===== config.mk =====
export PLATFORM = sky130hd
export DESIGN_NAME = tagged_stream_reader
export DESIGN_NICKNAME = d
export VERILOG_FILES = /design/src/rtl/tagged_stream_reader_pkg.sv /design/src/rtl/tagged_stream_reader_fifo.sv /design/src/rtl/tagged_stream_reader.sv
export SDC_FILE = /design/constraint.sdc
export NUM_CORES = 1
export LEC_CHECK = 0
export CORE_ASPECT_RATIO = 0.7
export CORE_MARGIN = 2
export CORE_UTILIZATION = 50
export DETAILED_ROUTE_END_ITERATION = 8
export PLACE_DENSITY_LB_ADDON = 0.08
export SYNTH_ARGS = -nofsm -noshare
export SYNTH_HDL_FRONTEND = slang
export SYNTH_SLANG_ARGS = --single-unit

===== constraint.sdc =====
create_clock -name clk -period 8.7 [get_ports clk]
set_clock_uncertainty 0.15 [all_clocks]
set_input_delay 2.61 -clock clk [delete_from_list [all_inputs] [get_ports clk]]
set_output_delay 2.61 -clock clk [all_outputs]
set_load 0.01 [all_outputs]

===== src/rtl/tagged_stream_reader_pkg.sv =====
// Shared definitions for the tagged stream writer/reader pair: default payload
// width, tag width derivation and the tag/payload field helpers.
package tagged_stream_reader_pkg;

  localparam int unsigned DATA_WIDTH_DEFAULT = 8;

  // Widest word the helpers handle; callers cast in and out of this width.
  localparam int unsigned MAX_WORD_WIDTH = 64;

  typedef logic [MAX_WORD_WIDTH-1:0] word_t;

  // Number of tag bits needed to name every stream.
  function automatic int unsigned tag_width(input int unsigned flux);
    return (flux > 1) ? unsigned'($clog2(flux)) : 1;
  endfunction

  // Tag sits directly above the payload.
  function automatic word_t word_tag(input word_t word, input int unsigned data_width);
    return word >> data_width;
  endfunction

  function automatic word_t word_payload(input word_t word, input int unsigned data_width);
    return word & ((word_t'(1) << data_width) - word_t'(1));
  endfunction

  function automatic word_t make_word(input word_t tag, input word_t payload,
                                      input int unsigned data_width);
    return (tag << data_width) | payload;
  endfunction

endpackage


===== src/rtl/tagged_stream_reader_fifo.sv =====
// Single-stream FIFO: storage, wrapping pointers and an occupancy count from
// which full/empty are decoded. Push/pop are ignored when they cannot apply.
module stream_fifo #(
  parameter int unsigned DEPTH      = 16,
  parameter int unsigned DATA_WIDTH = 8
) (
  input  logic                  clk,
  input  logic                  rst,
  input  logic                  push,
  input  logic                  pop,
  input  logic [DATA_WIDTH-1:0] din,
  output logic [DATA_WIDTH-1:0] dout,
  output logic                  full,
  output logic                  empty
);

  localparam int unsigned PTR_WIDTH = $clog2(DEPTH);
  localparam int unsigned CNT_WIDTH = $clog2(DEPTH + 1);

  logic [DATA_WIDTH-1:0] mem [DEPTH];
  logic [PTR_WIDTH-1:0]  wr_ptr;
  logic [PTR_WIDTH-1:0]  rd_ptr;
  logic [CNT_WIDTH-1:0]  count;
  logic                  do_push;
  logic                  do_pop;

  assign do_push = push && !full;
  assign do_pop  = pop && !empty;

  assign full  = (count == CNT_WIDTH'(DEPTH));
  assign empty = (count == '0);
  assign dout  = mem[rd_ptr];

  // Storage write port.
  // NOTE: the data array has no reset; only pointers and count define which entries are live.
  always_ff @(posedge clk) begin
    if (do_push) mem[wr_ptr] <= din;
  end

  // Pointer and occupancy bookkeeping; pointers wrap naturally at DEPTH.
  // NOTE: sequential state uses non-blocking assignments so every register samples pre-edge values.
  always_ff @(posedge clk or negedge rst) begin
    if (!rst) begin
      wr_ptr <= '0;
      rd_ptr <= '0;
      count  <= '0;
    end else begin
      if (do_push) wr_ptr <= wr_ptr + PTR_WIDTH'(1);
      if (do_pop)  rd_ptr <= rd_ptr + PTR_WIDTH'(1);
      case ({do_push, do_pop})
        2'b10:   count <= count + CNT_WIDTH'(1);
        2'b01:   count <= count - CNT_WIDTH'(1);
        default: count <= count;
      endcase
    end
  end

endmodule


===== src/rtl/tagged_stream_reader.sv =====
// Tagged stream reader: demultiplexes tagged writes into per-stream FIFOs and
// merges them round-robin into one registered ready/valid output.
module tagged_stream_reader
  import tagged_stream_reader_pkg::*;
#(
  parameter int unsigned  DEPTH      = 16,
  parameter int unsigned  FLUX       = 2,
  parameter int unsigned  DATA_WIDTH = DATA_WIDTH_DEFAULT,
  localparam int unsigned TAG_WIDTH  = tag_width(FLUX)
) (
  input  logic                            clk,
  input  logic                            rst,
  input  logic [DATA_WIDTH+TAG_WIDTH-1:0] wr_din,
  input  logic                            wr_write,
  output logic [FLUX-1:0]                 wr_full,
  output logic [DATA_WIDTH+TAG_WIDTH-1:0] rd_dout,
  output logic                            rd_valid,
  input  logic                            rd_ready,
  output logic [FLUX-1:0]                 rd_empty,
  output logic                            err_drop
);

  localparam int unsigned WORD_WIDTH = DATA_WIDTH + TAG_WIDTH;

  logic [TAG_WIDTH-1:0]  wr_tag;
  logic [DATA_WIDTH-1:0] wr_payload;
  logic                  tag_ok;
  logic [FLUX-1:0]       push;
  logic [FLUX-1:0]       pop;
  logic                  drop;
  logic                  load;
  logic [DATA_WIDTH-1:0] fifo_dout [FLUX];
  logic [TAG_WIDTH-1:0]  last_grant;
  logic [TAG_WIDTH-1:0]  grant_idx;
  logic [TAG_WIDTH-1:0]  cand;
  logic                  grant_found;

  assign wr_tag     = TAG_WIDTH'(word_tag(word_t'(wr_din), DATA_WIDTH));
  assign wr_payload = DATA_WIDTH'(word_payload(word_t'(wr_din), DATA_WIDTH));
  assign tag_ok     = (32'(wr_tag) < FLUX);

  // A write that no FIFO accepts (bad tag or full target) is a drop.
  assign drop = wr_write && !(|push);
  assign load = !rd_valid || rd_ready;

  for (genvar i = 0; i < FLUX; i++) begin : g_stream
    // Full is judged on the registered count, so a same-cycle pop never makes room.
    assign push[i] = wr_write && tag_ok && (wr_tag == TAG_WIDTH'(i)) && !wr_full[i];
    assign pop[i]  = load && grant_found && (grant_idx == TAG_WIDTH'(i));

    stream_fifo #(
      .DEPTH      (DEPTH),
      .DATA_WIDTH (DATA_WIDTH)
    ) u_fifo (
      .clk   (clk),
      .rst   (rst),
      .push  (push[i]),
      .pop   (pop[i]),
      .din   (wr_payload),
      .dout  (fifo_dout[i]),
      .full  (wr_full[i]),
      .empty (rd_empty[i])
    );
  end

  // Round-robin search: first non-empty stream after the last one granted.
  // NOTE: every always_comb output gets a default first so no path leaves it unassigned (no latch).
  always_comb begin
    grant_found = 1'b0;
    grant_idx   = '0;
    cand        = '0;
    for (int unsigned k = 1; k <= FLUX; k++) begin
      cand = TAG_WIDTH'((32'(last_grant) + k) % FLUX);
      if (!grant_found && !rd_empty[cand]) begin
        grant_found = 1'b1;
        grant_idx   = cand;
      end
    end
  end

  // Output register, grant pointer and sticky drop flag.
  always_ff @(posedge clk or negedge rst) begin
    if (!rst) begin
      rd_valid   <= 1'b0;
      rd_dout    <= '0;
      last_grant <= TAG_WIDTH'(FLUX - 1);
      err_drop   <= 1'b0;
    end else begin
      if (drop) err_drop <= 1'b1;
      if (load) begin
        rd_valid <= grant_found;
        if (grant_found) begin
          rd_dout    <= WORD_WIDTH'(make_word(word_t'(grant_idx),
                                              word_t'(fifo_dout[grant_idx]), DATA_WIDTH));
          last_grant <= grant_idx;
        end
      end
    end
  end

endmodule

**After elaboration in Yosys (flattened, before gate mapping)**

Memory sizes are Yosys's and may differ from the RTL's.
Index checks and enable logic that the tools add are counted.
Widths: inputs -> output; s select.

- Multiplexer cells: 17
- Bitwise operators: 4
- Reduce and logical (&&, ||, !) cells: 27
- Add/subtract/negate cells: 10
- Eq/ne operators: 6
- Magnitude comparators: 3

Operators with widths:

| operator | number |
|---|---|
| $mux 8 | 3 |
| $pmux 5 s2 | 2 |
| $add 4x1->4 const B | 4 |
| $logic_and 1x1->1 | 13 |
| $mux 1 | 12 |
| $add 5x1->5 const B | 2 |
| $eq 5x5->1 const B | 2 |
| $logic_not 5->1 | 2 |
| $sub 5x1->5 const B | 2 |
| $or 9x8->9 | 1 |
| $logic_not 1->1 | 7 |
| $eq 2x1->1 const B | 2 |
| $eq 2x2->1 const B | 2 |
| $lt 1x2->1 const B | 2 |
| $reduce_bool 2->1 | 2 |
| $add 1x1->1 const B | 2 |
| $ge 2x2->1 const B | 1 |
| $not 1->1 | 2 |
| $not 1->2 | 1 |
| $reduce_and 2->1 | 1 |
| $reduce_or 2->1 | 1 |
| $logic_or 1x1->1 | 1 |

- Word-level logic and storage cells: 79
- Memories kept: 2
- Input port bits: 13
- Bits in registers: 38
- Output and inout bits: 15
- Memory bits (writable): 256

Memories:

| name | words | bits a word | rd ports | clocked after memory_dff | write ports | line | text |
|---|---|---|---|---|---|---|---|
| g_stream[0].u_fifo.mem | 16 | 8 | 1 | 0 | 1 | tagged_stream_reader_fifo.sv:20 | `logic [DATA_WIDTH-1:0] mem [DEPTH];` |
| g_stream[1].u_fifo.mem | 16 | 8 | 1 | 0 | 1 | tagged_stream_reader_fifo.sv:20 |  |

**Longest topological paths before layout**

- Depth after elaboration: 11
- Depth in mapped cells: 13
- Gate-level depth less buffers: 12

**Modules after synthesis**

Synthesis repeated with hierarchy kept, for this count alone.

- Cells, all modules: 710
- Area, all modules: 12,134.1 um^2

Modules (own cells, without submodules):

| module | times used | area each (um^2) | sequential area each (um^2) | cells an instance |
|---|---|---|---|---|
| stream_fifo | 2 | 5,779.3 | 4,169.0 | 332 |
| tagged_stream_reader | 1 | 575.6 | 301.5 | 46 |

**Worst setup path before layout**

No wires, ideal clock.

- Path kind: input -> register
- From: in rd_ready
- To: reg g_stream[1].u_fifo.count[4]
- Stages: 10
- Arrival: 4.478 ns
- Data required time: 8.427 ns
- Path slack: 3.949 ns
- Setup time: 0.123 ns
- Path buffers: 1
- Path through: inv_1 a221oi_2 buf_2 ha_1 ha_1 a21o_1 a21oi_1 xor2_1 nor2_1 xnor2_1

- Word-level cells in the longest chain between the ends: 6
- Elaborated cells on any way between the ends: 8
- Those cells by class: eq/ne: 2; mux: 1; reduce/logical: 5

Ends and longest elaborated chain:

| what | line | text |
|---|---|---|
| start, declared | tagged_stream_reader.sv:18 | `input logic rd_ready,` |
| $logic_or 1x1->1 (*) | tagged_stream_reader.sv:44 | `assign load = !rd_valid \|\| rd_ready;` |
| $logic_and 1x1->1 (*) (2 in a row) | tagged_stream_reader.sv:49 | `assign pop[i] = load && grant_found && (grant_idx == TAG_WIDTH'(i));` |
| $logic_and 1x1->1 (*) | tagged_stream_reader_fifo.sv:28 | `assign do_pop = pop && !empty;` |
| named net g_stream[1].u_fifo.do_pop | tagged_stream_reader_fifo.sv:25 | `logic do_pop;` |
| $eq 2x1->1 / $eq 2x2->1 (equally long branches) | tagged_stream_reader_fifo.sv:50 | `case ({do_push, do_pop})` |
| $pmux 5 s2 / $reduce_bool 2->1 (equally long branches) | -- |  |
| end signal, assigned | tagged_stream_reader_fifo.sv:51 | `2'b10: count <= count + CNT_WIDTH'(1);` |
| end signal, assigned | tagged_stream_reader_fifo.sv:52 | `2'b01: count <= count - CNT_WIDTH'(1);` |
| end signal, assigned | tagged_stream_reader_fifo.sv:53 | `default: count <= count;` |
| end, declared | tagged_stream_reader_fifo.sv:23 | `logic [CNT_WIDTH-1:0] count;` |

Mark *: on every way through the listed nets, which the timed path passes. The rest lies on a longest branch.
A chain may end at the register's enable or synchronous reset.

**Final worst setup path**

- From: in rd_ready
- To: reg g_stream[0].u_fifo.count[4]

- Word-level cells in the longest chain between the ends: 6
- Elaborated cells on any way between the ends: 8
- Those cells by class: eq/ne: 2; mux: 1; reduce/logical: 5

Ends and longest elaborated chain:

| what | line |
|---|---|
| $logic_or 1x1->1 (*) | tagged_stream_reader.sv:44 |
| $logic_and 1x1->1 (*) (2 in a row) | tagged_stream_reader.sv:49 |
| $logic_and 1x1->1 (*) | tagged_stream_reader_fifo.sv:28 |
| named net g_stream[0].u_fifo.do_pop | tagged_stream_reader_fifo.sv:25 |
| $eq 2x1->1 / $eq 2x2->1 (equally long branches) | tagged_stream_reader_fifo.sv:50 |
| $pmux 5 s2 / $reduce_bool 2->1 (equally long branches) | -- |
| end signal, assigned | tagged_stream_reader_fifo.sv:51 |
| end signal, assigned | tagged_stream_reader_fifo.sv:52 |
| end signal, assigned | tagged_stream_reader_fifo.sv:53 |
| end, declared | tagged_stream_reader_fifo.sv:23 |

Marked as above.

==> metrics.yaml <==
rows: 47
grt_use_total_pct: 20.7
post-route-min-period_ns: 5.14
portBuffers: 27
worstPathCellList: "clkdlybuf4s50_1 > inv_1 > nand2_1 > o211ai_1 > inv_1 > ha_1 > inv_1 > fa_1 > nor2b_1 > o21ai_0 > and3_1 > nor3_1 > xor2_1"
overflow: 0
synthSimpleGateAreaFrac_pct: 3.98
nets: 685
dp_hpwl_um: 16000
io_pins: 28
synth_edf_count: 256
postCtsSetupBuffers: 0
antenna_found_initial: 0
area_delta_synth_final_pct: 13.7
post-place-cells: 940
drt_pass1_iterations: 5
wl_um: 24900
final_util_pct: 57.4
viasPerCell: 5.80
ctsHoldBuffers: 0
cts_root_buf: "clkbuf_16"
status: "finished, final reports clean"
dieArea_mm2: 0.0249
gr-usage-met1_pct: 33.8
endpoint_kind: "flip-flop"
grt_most_used_layer: "met1"
mostFrequentLayoutCell: "edfxtp_1"
grt_max_degree: 40
synth_fa_ha_area_share_pct: 2.25
core_mm2: 0.0234
tritoncts: "yes"
wl_per_cell_um: 25.1
startpoint_type: "primary input"
final_antenna_net_count: 0
htreeDepth: 1
synthTopCellsByArea: "edfxtp_1 (65%), mux4_2 (13%), dfrtp_1 (7.8%)"
async_flop_share_pct: 12.9
synth_top_area_share_pct: 65.1
ctsResizeCount: 0
hold_path.class: "reg -> reg"
vias: 5747
synth.distinct_cells: 40
numCtsBuffers: 28
p_leak_nw: 4.54
most-common-layout-cells: "edfxtp_1 (256), mux4_2 (66), dfrtp_1 (35), clkbuf_16 (28), nand2_1 (27)"
clock_path_buffers: 3
drive_gt1_share_pct: 19.9
tns_ns: 0
ir_drop_mv: 0.210
yosysSeqAreaShare_pct: 73.2
synth_nets: 646
cp.required_ns: 9.00
yosys_warnings: 0
place_congestion: 0.801
synth_compound_area_share_pct: 3.35
setup_violations: 0
crit_top_cell: "inv_1"
cts.reportedPaths.clkPinSlew_ns: 0.06
relSlewSlack_pct: 12.3
arrival_ns: 5.44
synth_ff_type: "edfxtp_1"
met3_usage_pct: 4.06
cp_max_fo: 11
num_antenna_cells: 0
slew_violations: 0
yosys.area.top_type: "edfxtp_1"
fmax_mhz: 194
synthMuxAreaShare_pct: 13.7
crit_type: "in -> reg"
layout.cells.non_filler: 991
grt_pass1_wl_um: 37800
rsz0062_at_grt: "false"
drc_errors: 0
cpPeakStageDelay_ns: 0.47
grtUsageMet2_pct: 29.4
synth_cells: 613
worst_pin_slew_ns: 1.31
hold_viol: 0
powerDensity_mw_per_mm2: 325
syn_area_mm2: 0.0118
drv_cap: 0
clk_latency_ns: 0.54
yosys.area_share.xor_xnor_pct: 1.56
crit_path_top_delay_cell: "clkdlybuf4s50_1"
synth_top_family_by_area: "multiplexers"
start_util_pct: 50.4
grt_pass1_vias: 5828
holdWs_ns: 0.304
avgSynthCellArea_um2: 19.3
die-height_um: 133
drt_iter0_drc: 548
ys_ff_latch: 294
clock_sinks: 294
die_x_um: 188
finalCritPeriodShare_pct: 59.1
## per-stage QoR
step | instance area, um2 | setup WS, ns | total power [mW]
floorplan | 11800 | 3.95 | 2.69
detailed placement | 12400 | 3.01 | 3.08
CTS | 13400 | 3.58 | 4.40
finish | 13400 | 3.56 | 4.36
global placement | 12400 | 3.17 | 3.05
global route | 13400 | 3.31 | 4.56
## worst max-delay path: cells and delay by family
kind	cells	cell delay, ns
XOR/XNOR	1	0.17
buffers and inverters	4	0.90
AND/OR/NAND/NOR	4	0.60
adder cells (fa/ha/maj)	2	0.68
AO/OA/AOI/OAI	2	0.50
## layout make-up
| type | count | area [um2] |
|---|---|---|
| fillers | 1785 | 9980 |
| flip-flops and latches | 294 | 8640 |
| multi-input cells | 270 | 2930 |
| clock buffers | 34 | 763 |
| well taps | 318 | 398 |
| repair buffers | 42 | 378 |
| clock inverters | 17 | 253 |
| inverters | 16 | 60.1 |
## routing by layer
layer	vias up	share of wire [%]
met5	-	0
met4	0	1.3
met3	21	6.7
met2	173	43
met1	3029	49
li1	2524	-
## final timing paths
check | startpoint | slack (ns) | cells after the start | end
worst min register to register | err_drop$_DFFE_PN0P_ | 0.30 | 1 | err_drop$_DFFE_PN0P_
worst max register to register | g_stream[1].u_fifo.count[3]$_DFFE_PN0P_ | 5.06 | 12 | g_stream[0].u_fifo.count[4]$_DFFE_PN0P_
worst min-delay path | err_drop$_DFFE_PN0P_ | 0.30 | 1 | err_drop$_DFFE_PN0P_
min in group asynchronous | rst | 2.06 | 1 | g_stream[1].u_fifo.rd_ptr[0]$_DFFE_PN0P_
max in group asynchronous | rst | 5.70 | 1 | g_stream[0].u_fifo.rd_ptr[0]$_DFFE_PN0P_
worst max-delay path | rd_ready | 3.56 | 13 | g_stream[0].u_fifo.count[4]$_DFFE_PN0P_
## power breakdown
part | total (mW) | switching (mW) | leakage [nW] | internal, mW
Sequential | 1.84 | 0.149 | 2.75 | 1.69
Clock | 1.32 | 0.519 | 0.492 | 0.803
Combinational | 1.20 | 0.628 | 1.29 | 0.575
## synth_stat cells (2+ instances only)
cell type  instances
buf_2              4
xor2_1             6
edfxtp_1         256
dfrtp_1           37
a221oi_1           4
clkbuf_1          17
nor2b_1            5
inv_1             16
a22oi_1            7
nor2_1            18
buf_1              3
nand2b_1           3
buf_4              6
a21oi_1            8
nand3_1            7
and2_1            11
nor3_1             7
mux4_2            66
and3_1            10
a31oi_1            5
buf_6              3
a211oi_1           4
nand4_1            3
fa_1               2
nand2_1           27
a221o_1            8
xnor2_1           15
a21o_1             6
o21ai_0           10
ha_1              18
mux2i_1           11
mux2_2             2
## logic make-up after synthesis
| logic type | Yosys count |
|---|---|
| simple gates | 95 |
| flops | 294 |
| fa+ha+maj | 20 |
| xor+xnor | 21 |
| mux | 79 |
| compound gates | 55 |
| buf+inv | 49 |
## flip-flops by register name, indices dropped and copies added (netlist names)
name and count:
g_stream.u_fifo.wr_ptr 8, g_stream.u_fifo.count 10, g_stream.u_fifo.rd_ptr 8, rd_dout 9
last_grant 1, err_drop 1, g_stream.u_fifo.mem 256, rd_valid 1
Note: power is estimated with default switching activity, not from simulation.
